==> src/rtl/dpr_reader_pkg.sv <==
// dpr_reader_pkg: shared types and constants for dual_port_ram_reader.
//   dpr_state_e          - transfer FSM states
//   DPR_DEFAULT_ADDR_W   - default RAM address width
//   dpr_beat_w()         - width of the remaining-beat counter for a given address width
package dpr_reader_pkg;

  typedef enum logic [1:0] {
    IDLE,
    BUSY,
    DRAIN,
    DONE
  } dpr_state_e;

  localparam int unsigned DPR_DEFAULT_ADDR_W = 10;

  // ceil(len/2) never exceeds memDepth/2, so the address width is enough for the beat count.
  function automatic int unsigned dpr_beat_w(input int unsigned addr_w);
    return addr_w;
  endfunction

endpackage

==> src/rtl/dpr_reader_outbuf.sv <==
// dpr_reader_outbuf: 2-entry registered skid buffer for the reader output beats.
//   clk, rst  - clock, synchronous active-high reset
//   i_push    - write i_data (caller guarantees o_count < 2)
//   i_data    - packed beat {a, b, bvalid, last}
//   i_ready   - downstream accepts the head entry
//   o_valid   - head entry present
//   o_data    - head entry, straight from a flop
//   o_count   - current occupancy (0..2)
module dpr_reader_outbuf
  import dpr_reader_pkg::*;
#(
  parameter int unsigned W = 34
) (
  input  logic         clk,
  input  logic         rst,
  input  logic         i_push,
  input  logic [W-1:0] i_data,
  input  logic         i_ready,
  output logic         o_valid,
  output logic [W-1:0] o_data,
  output logic [1:0]   o_count
);

  logic [W-1:0] r_head;
  logic [W-1:0] r_skid;
  logic [1:0]   r_cnt;
  logic         w_pop;

  assign w_pop   = (r_cnt != 2'd0) && i_ready;
  assign o_valid = (r_cnt != 2'd0);
  assign o_data  = r_head;
  assign o_count = r_cnt;

  always_ff @(posedge clk) begin
    if (rst) begin
      r_cnt  <= '0;
      r_head <= '0;
      r_skid <= '0;
    end else begin
      unique case (r_cnt)
        2'd0: begin
          if (i_push) begin
            r_head <= i_data;
            r_cnt  <= 2'd1;
          end
        end
        2'd1: begin
          if (i_push && w_pop) begin
            r_head <= i_data;
          end else if (i_push) begin
            r_skid <= i_data;
            r_cnt  <= 2'd2;
          end else if (w_pop) begin
            r_cnt <= 2'd0;
          end
        end
        default: begin
          if (w_pop) begin
            r_head <= r_skid;
            r_cnt  <= 2'd1;
          end
        end
      endcase
    end
  end

endmodule

==> src/rtl/dual_port_ram_reader.sv <==
// dual_port_ram_reader: streams a contiguous RAM region out of a two-read-port
// synchronous RAM at two words per beat with a valid/ready handshake.
//   clk, rst              - clock, synchronous active-high reset
//   start/base_addr/len   - transfer request (sampled in IDLE only)
//   busy, done            - status; done is a one-cycle pulse
//   mem_en/we/addra/addrb - RAM control (addrb = addra+1 mod memDepth, we = 0)
//   mem_doa, mem_dob      - RAM read data (one-cycle registered-address latency)
//   out_*                 - output beat stream, out_ready is backpressure
// Optional build macro DPR_READER_OUTREG_EN: registered 2-entry output buffer,
// mem_en then has no combinational path from out_ready.
module dual_port_ram_reader
  import dpr_reader_pkg::*;
#(
  parameter int unsigned addressBitWidth = DPR_DEFAULT_ADDR_W,
  parameter int unsigned dataWidth       = 16,
  parameter int unsigned memDepth        = 1024
) (
  input  logic                       clk,
  input  logic                       rst,
  input  logic                       start,
  input  logic [addressBitWidth-1:0] base_addr,
  input  logic [addressBitWidth:0]   len,
  output logic                       busy,
  output logic                       done,
  output logic                       mem_en,
  output logic                       mem_we,
  output logic [addressBitWidth-1:0] mem_addra,
  output logic [addressBitWidth-1:0] mem_addrb,
  input  logic [dataWidth-1:0]       mem_doa,
  input  logic [dataWidth-1:0]       mem_dob,
  output logic                       out_valid,
  input  logic                       out_ready,
  output logic [dataWidth-1:0]       out_a,
  output logic [dataWidth-1:0]       out_b,
  output logic                       out_bvalid,
  output logic                       out_last
);

  localparam int unsigned AW     = addressBitWidth;
  localparam int unsigned BEAT_W = dpr_beat_w(addressBitWidth);

  dpr_state_e        r_state;
  dpr_state_e        w_state_nxt;
  logic [AW-1:0]     r_ptr;
  logic [BEAT_W-1:0] r_beats_left;
  logic              r_odd;
  logic [BEAT_W-1:0] w_beats;
  logic [AW-1:0]     w_ptr_step;
  logic              w_issue;
  logic              w_hs;
  logic              w_last_issue;
  logic              w_tag_bvalid;

  assign w_beats      = BEAT_W'(len[AW:1]) + BEAT_W'(len[0]);
  assign w_ptr_step   = AW'((32'(r_ptr) + 32'd2) % memDepth);
  assign w_last_issue = (r_beats_left == BEAT_W'(1));
  assign w_tag_bvalid = !(w_last_issue && r_odd);

  assign mem_en    = w_issue;
  assign mem_we    = 1'b0;
  assign mem_addra = r_ptr;
  assign mem_addrb = AW'((32'(r_ptr) + 32'd1) % memDepth);
  assign w_hs      = out_valid && out_ready;

`ifdef DPR_READER_OUTREG_EN
  localparam int unsigned BW = 2 * dataWidth + 2;

  logic          r_inflight;
  logic          r_if_last;
  logic          r_if_bvalid;
  logic          w_push;
  logic [1:0]    w_buf_cnt;
  logic [BW-1:0] w_buf_in;
  logic [BW-1:0] w_buf_out;

  // The RAM holds its outputs while mem_en is low, so an unpushed read simply
  // waits on mem_do*; a new read is issued only when the pending one is
  // guaranteed a buffer slot this cycle, giving full rate without using out_ready.
  assign w_push   = r_inflight && (w_buf_cnt != 2'd2);
  assign w_issue  = (r_state == BUSY) && (r_beats_left != '0) && (w_buf_cnt != 2'd2);
  assign w_buf_in = {mem_doa, mem_dob, r_if_bvalid, r_if_last};
  assign {out_a, out_b, out_bvalid, out_last} = w_buf_out;

  always_ff @(posedge clk) begin
    if (rst) begin
      r_inflight  <= 1'b0;
      r_if_last   <= 1'b0;
      r_if_bvalid <= 1'b0;
    end else if (w_issue) begin
      r_inflight  <= 1'b1;
      r_if_last   <= w_last_issue;
      r_if_bvalid <= w_tag_bvalid;
    end else if (w_push) begin
      r_inflight <= 1'b0;
    end
  end

  dpr_reader_outbuf #(
    .W(BW)
  ) u_outbuf (
    .clk     (clk),
    .rst     (rst),
    .i_push  (w_push),
    .i_data  (w_buf_in),
    .i_ready (out_ready),
    .o_valid (out_valid),
    .o_data  (w_buf_out),
    .o_count (w_buf_cnt)
  );
`else
  logic r_out_valid;
  logic r_out_last;
  logic r_out_bvalid;

  assign w_issue    = (r_state == BUSY) && (r_beats_left != '0) && (!r_out_valid || out_ready);
  assign out_valid  = r_out_valid;
  assign out_last   = r_out_last;
  assign out_bvalid = r_out_bvalid;
  assign out_a      = mem_doa;
  assign out_b      = mem_dob;

  always_ff @(posedge clk) begin
    if (rst) begin
      r_out_valid  <= 1'b0;
      r_out_last   <= 1'b0;
      r_out_bvalid <= 1'b0;
    end else if (w_issue) begin
      r_out_valid  <= 1'b1;
      r_out_last   <= w_last_issue;
      r_out_bvalid <= w_tag_bvalid;
    end else if (w_hs) begin
      r_out_valid <= 1'b0;
    end
  end
`endif

  always_ff @(posedge clk) begin
    if (rst) r_state <= IDLE;
    else     r_state <= w_state_nxt;
  end

  always_comb begin
    w_state_nxt = r_state;
    busy        = (r_state != IDLE);
    done        = (r_state == DONE);
    unique case (r_state)
      IDLE:    if (start) w_state_nxt = (len == '0) ? DONE : BUSY;
      BUSY:    if (w_issue && w_last_issue) w_state_nxt = DRAIN;
      DRAIN:   if (w_hs && out_last) w_state_nxt = DONE;
      DONE:    w_state_nxt = IDLE;
      default: w_state_nxt = IDLE;
    endcase
  end

  always_ff @(posedge clk) begin
    if (rst) begin
      r_ptr        <= '0;
      r_beats_left <= '0;
      r_odd        <= 1'b0;
    end else if ((r_state == IDLE) && start && (len != '0)) begin
      r_ptr        <= base_addr;
      r_beats_left <= w_beats;
      r_odd        <= len[0];
    end else if (w_issue) begin
      r_ptr        <= w_ptr_step;
      r_beats_left <= r_beats_left - BEAT_W'(1);
    end
  end

endmodule
==> config.mk <==
export PLATFORM = sky130hd
export DESIGN_NAME = dual_port_ram_reader
export DESIGN_NICKNAME = d
export VERILOG_FILES = /design/src/rtl/dpr_reader_pkg.sv /design/src/rtl/dpr_reader_outbuf.sv /design/src/rtl/dual_port_ram_reader.sv
export SDC_FILE = /design/constraint.sdc
export NUM_CORES = 1
export LEC_CHECK = 0
export CAP_MARGIN = 5
export CORE_MARGIN = 2
export CORE_UTILIZATION = 39
export DETAILED_ROUTE_END_ITERATION = 6
export PLACE_DENSITY = 0.8
export SLEW_MARGIN = 20
export SYNTH_ARGS = -nofsm -noshare
export SYNTH_HDL_FRONTEND = slang
export SYNTH_SLANG_ARGS = --single-unit
==> constraint.sdc <==
create_clock -name clk -period 2 [get_ports clk]
set_input_delay 0.3 -clock clk [delete_from_list [all_inputs] [get_ports clk]]
set_output_delay 0.3 -clock clk [all_outputs]
set_load 0.005 [all_outputs]
* Yosys cells after proc, flatten, opt, wreduce, memory -nomap -nowiden
Index checks and enable logic that the tools add are counted.
** Word-level totals
- Register bits after elaboration :: 26
- Input bits :: 57
- Output and inout bits :: 59
- Word-level logic and storage cells :: 48
** Cells by class
- Add/sub/neg operators :: 4
- Equality and inequality tests :: 7
- Muxes and demuxes :: 11
- Reductions and logical operators :: 19
** Operators by type and width (number)
- 10-bit 2-to-1 mux :: 4
- 11-bit logical NOT :: 1
- 11-bit nonzero test :: 1
- 10-bit by 1-bit adder with 10-bit output :: 1
- 10-bit by 1-bit adder with 10-bit output (second input constant) :: 1
- 10-bit by 2-bit adder with 10-bit output (second input constant) :: 1
- 10-bit by 1-bit == test with 1-bit output (second input constant) :: 1
- 10-bit nonzero test :: 1
- 10-bit by 1-bit subtractor with 10-bit output (second input constant) :: 1
- 1-bit logical AND :: 8
- 2-bit 2-to-1 mux :: 4
- 2-bit case mux with 4 select lines :: 1
- 2-bit nonzero test :: 3
- 2-bit == test (second input constant) :: 2
- 2-bit != test (second input constant) :: 2
- 3-bit AND reduction :: 1
- 2-bit by 1-bit == test with 1-bit output (second input constant) :: 1
- 1-bit logical NOT :: 2
- 2-bit logical NOT :: 1
- 1-bit 2-to-1 mux :: 2
- 2-bit by 1-bit != test with 1-bit output (second input constant) :: 1
- 1-bit logical OR :: 1

* Depth between registers and ports, before layout
Gate-level depths: netlist (run 1).
- Word-level depth :: 6
- Depth in mapped cells :: 8
- Mapped depth without buffers :: 7

* Least setup slack after synthesis (run 1)
No wires, ideal clock.
- Kind :: flip-flop to flip-flop
- Start point :: register r_beats_left[0]
- End point :: register r_beats_left[6]
- Arrival :: 1635 ps
- Data required time :: 1862 ps
- Setup slack :: 227 ps
- Stages on the path, launching flop included :: 8
- Buffers on the path :: 0
- Cell sequence :: dfxtp_1 > inv_1 > ha_1 > nor3b_1 > nand3_1 > or3_2 > a211oi_1 > a211oi_1
** On the way
- Cells in the longest elaborated chain, start to end :: 4
** Ends and longest elaborated chain
- from (decl) :: RTL line dual_port_ram_reader.sv:45 : logic [BEAT_W-1:0] r_beats_left;
- from (signal assigned) :: RTL line dual_port_ram_reader.sv:162 : r_beats_left <= w_beats;
- from (signal assigned) :: RTL line dual_port_ram_reader.sv:166 : r_beats_left <= r_beats_left - BEAT_W'(1);
- branches (longest 4 deep; another with 10-bit by 1-bit subtractor with 10-bit output)
Several ways; the timed one is not identified. The select of a mux whose other input is x is not followed.
A chain may end at the register's enable or synchronous reset.

* Worst setup path after layout (run 1)
- Start point :: register r_beats_left[1]
- End point :: register r_beats_left[6]
The elaborated chain is that of the path after synthesis.

==> results of run 1 <==
## layout by cell type (no fill, tap or decap), drive strengths merged, types with 3 or more instances in the layout
cell type / synthesis / routed
a211oi: 19 / 19
a21oi: 11 / 11
a311oi: 5 / 5
and3: 6 / 6
buf: 34 / 28
clkbuf: 9 / 3
clkdlybuf4s50: 0 / 42
dfxtp: 26 / 26
dlygate4sd2: 0 / 6
ha: 13 / 13
inv: 10 / 10
nand2: 14 / 14
nand3: 16 / 16
nand4: 6 / 6
nor2: 22 / 22
nor3: 5 / 5
nor4: 7 / 7
o21ai: 3 / 3
or3: 4 / 4
xnor2: 16 / 16
xor2: 8 / 8
## stage by stage
step | hold WS, ps | setup slack, ps | power (W) | setup TNS (ps)
3_5_place_dp | 438 | -193 | 0.00272 | -2030
2_1_floorplan | 413 | 227 | 0.00194 | 0
3_3_place_gp | 435 | -79.0 | 0.00266 | -94.6
5_1_grt | 464 | -47.8 | 0.00358 | -62.7
4_1_cts | 451 | -91.9 | 0.00324 | -91.9
6_report | 447 | -3.70 | 0.00335 | -3.70
## routing by layer
metal / wire length (um) / GRT usage
met5: 0 / 0
met1: 2180 / 0.206
met2: 2810 / 0.349
met3: 317 / 0.0142
met4: 117 / 0.0818
## flip-flops by register name (all words and copies together), names as in the netlist
name and cells:
out_bvalid 1, r_odd 1, out_last 1, r_beats_left 10
r_state 2, out_valid 1, mem_addra 10
## logic make-up after synthesis
kind of cell / synth area share
xor+xnor: 0.102
compound gates: 0.166
simple gates: 0.235
buf+inv: 0.157
fa+ha+maj: 0.0793
other cells: 0.00183
flops: 0.254
mux: 0.00488
## worst register-to-register path: stages, from the launching register on
cell	delay, ps
sky130_fd_sc_hd__dfxtp_1	370
sky130_fd_sc_hd__inv_1	130
sky130_fd_sc_hd__ha_1	180
sky130_fd_sc_hd__nor3b_2	250
sky130_fd_sc_hd__nand3_1	180
sky130_fd_sc_hd__or3_2	460
sky130_fd_sc_hd__a211oi_2	250
sky130_fd_sc_hd__a211oi_1	70
## where the power goes
group	internal (W)	total [W]	switching, W
Clock	0.000268	0.000448	0.000180
Combinational	0.00102	0.00199	0.000961
Sequential	0.000695	0.000916	0.000221
## what timing repair did
item / in CTS / in global routing
gates cloned: 0 / 0
setup endpoints to repair: 8 / 9
buffers inserted: 1 / 1
pin swaps: 4 / 7
resized for setup: 19 / 16
endpoints found under the hold margin: 0 / 0
## area by class of cell
| type | count | area share |
|---|---|---|
| clock inverter | 1 | 0.0110 |
| sequential | 26 | 0.193 |
| multi-input combinational | 175 | 0.472 |
| clock buffer | 3 | 0.0151 |
| timing repair buffer | 78 | 0.263 |
| tap | 70 | 0.0319 |
| inverter | 10 | 0.0137 |
## how the worst min path moves through the flow
stage	start	endpoint	cells after the start
after floorplan	r_odd$_SDFFE_PP0P_	out_bvalid$_SDFFE_PP0P_	1
after global placement	r_odd$_SDFFE_PP0P_	out_bvalid$_SDFFE_PP0P_	1
after detailed placement	r_odd$_SDFFE_PP0P_	out_bvalid$_SDFFE_PP0P_	1
after CTS	r_odd$_SDFFE_PP0P_	out_bvalid$_SDFFE_PP0P_	1
after global routing	r_odd$_SDFFE_PP0P_	out_bvalid$_SDFFE_PP0P_	1
final	r_odd$_SDFFE_PP0P_	out_bvalid$_SDFFE_PP0P_	1
==> results.txt, run 1 <==
The flow ran to the end, but the final reports show violations. The final reports fail on negative setup slack. During synthesis, Yosys emitted a total of 0 warnings. The tools report the portion of the post-synthesis area used by sequential elements as 0.254. The worst endpoint required time is 2160 ps.

The H-tree level count came out at 1. The tools report the minimum setup slack among reg-to-reg paths as -4 ps. The highest net fanout along the worst path is 4. The floorplan has 26 rows.

The run gives 0.537 as the final core utilization. The detailed router finished its first iteration with 83 violations. 116 I/O pins were placed. Wire length of the first global-routing pass: 8940 um. The launch point of the worst path was r_beats_left[1]$_SDFFE_PP0P_. For this block, the via count after detailed routing is 1958.

The worst setup path is launched from a flop. In the post-synthesis netlist, the biggest area contributors are sky130_fd_sc_hd__dfxtp_1, sky130_fd_sc_hd__buf_4, sky130_fd_sc_hd__ha_1. The final worst-path cycle share was 1.00; the share of synthesized registers carrying an async set or reset was 0. The tools report the aggregate global-route resource usage as 0.183.

Mean area per synthesized cell: 8.08 um^2. The placed wire-length estimate came out at 3990 um. Including well taps, the total number of placed cells is 357. For the worst setup path, the data arrival time is 2160 ps. The startpoint identified for the worst register-to-register timing path is r_beats_left[1]$_SDFFE_PP0P_. For the number of antenna-violating nets in the routed design, the log shows 0.

The category of cells accounting for the largest share of critical-path delay is simple AND/OR/NAND/NOR gates. The worst setup path is captured at a flop. The signal on the critical path passes through inv_1, ha_1, nor3b_2, nand3_1, or3_2, a211oi_2, a211oi_1. For the final database, setup skew stands at 7.54 ps. The category of the most critical setup path is flop to flop. Setup repair after global routing could not meet its margin everywhere. For the worst-skew pair, the clock arrives at the later sink with an insertion delay of 280 ps. The initial core utilization is 0.402. The critical path buffer and inverter count was 1. The largest individual stage delay along the critical path comes from the cell sky130_fd_sc_hd__or3_2.

For the number of pins exceeding their max-slew limit in the final report, the log shows 0. The worst register-to-register path ends at r_beats_left[6]$_SDFFE_PP0P_. The biggest area contributor in the post-synthesis netlist is sky130_fd_sc_hd__dfxtp_1.

For the initial antenna violation count, the log shows 0. The run gives 0.00129 mm^2 as the multi-input gate area in the final layout. By count the netlist is led by sky130_fd_sc_hd__buf_4, sky130_fd_sc_hd__dfxtp_1, sky130_fd_sc_hd__nor2_1. The total of endpoints with negative setup slack in the final report was 1; the buffer levels on the longest clock path was 2. Dividing the detail-routed via count by the number of cells gives 5.39. For this design the ratio of total power to cell area is 1220 mW/mm^2. TritonCTS built the clock tree.

For the finished layout, the period the worst path requires is 2000 ps. The fill cell instance count of the final layout came out at 484. Top flip-flop cell by instance count after synthesis: sky130_fd_sc_hd__dfxtp_1. In this run, synthesis produced a sequential element count of 26. The portion of synthesized cell area occupied by the leading cell type came out at 0.254. The cell with the most instances after synthesis was sky130_fd_sc_hd__buf_4. For the number of max-capacitance violations reported, the log shows 0. For this run, the post-layout net count is 364.

The finished layout holds 363 standard cells, fillers aside. The run gives 0 as the count of endpoints failing hold in the final timing report. The share of layout cells above drive strength 1 came out at 0.212.

In this run, CTS created clock tree buffers numbering 3. The count of different cell masters after synthesis is 43, and the number of global-route vias before repair is 1924. 0 antenna diodes ended up in the layout. The last element of the critical path was r_beats_left[6]$_SDFFE_PP0P_. The congestion estimate from routability-driven global placement came to 0.837.

The net count of the mapped netlist came out at 324. Area of all sequential standard cells: 529 um^2. In the routed design, unresolved DRC markers number 0. The floorplan step defined a die boundary enclosing 0.00586 mm^2.

The height of the die was 76.5 um. The worst register-to-register path has a depth of 7. After synthesis the cells add up to 0.00205 mm^2. Worst stage delay on the critical path: 460 ps. Counting flops with a built-in enable in the synthesized netlist gives 0.

The core area is 0.00511 mm^2, and the largest net degree at the start of global routing is 33. The min-delay analysis places its worst path in the category flop to flop. The maximum operating frequency came out at 499 MHz. The horizontal die dimension is 76.5 um. The number of port buffers was 50; the wire length per cell was 15.0 um. The analysis attributes to cell leakage a power of 1.07 nW.

Summed over all layers, the global routing overflow is 0. The tools report the post-route standard cell area excluding fillers as 0.00274 mm^2. The wire length after detailed routing was 5430 um; the clock transition time at the flip-flop clock pins of the worst setup and hold paths was 100 ps. The clock sink count is 26. The area growth from synthesis to layout is 33.6%. The post-layout worst setup margin is -3.70 ps.

The cell count after synthesis came out at 254. The cell count along the critical path is 7. CTS placed an instance of sky130_fd_sc_hd__clkbuf_8 at the clock tree root.

After detailed placement, the total cell area comes to 0.00256 mm^2. IR analysis of the VDD net gives a maximum drop of 0.000539 V. For this run, the detailed router's first-pass iteration total came to 4.

For this design, the CTS-stage hold fixing added 0 buffers.
Note: power is estimated with default switching activity, not from simulation.
==> run 2: changes to the inputs <==
Settings changed: SYNTH_HIERARCHICAL set to 1.
==> results of run 2 <==
Final layout, timing and power as in run 1 (identical DEF).
Main changes from that run: Yosys warning count 0 -> 6
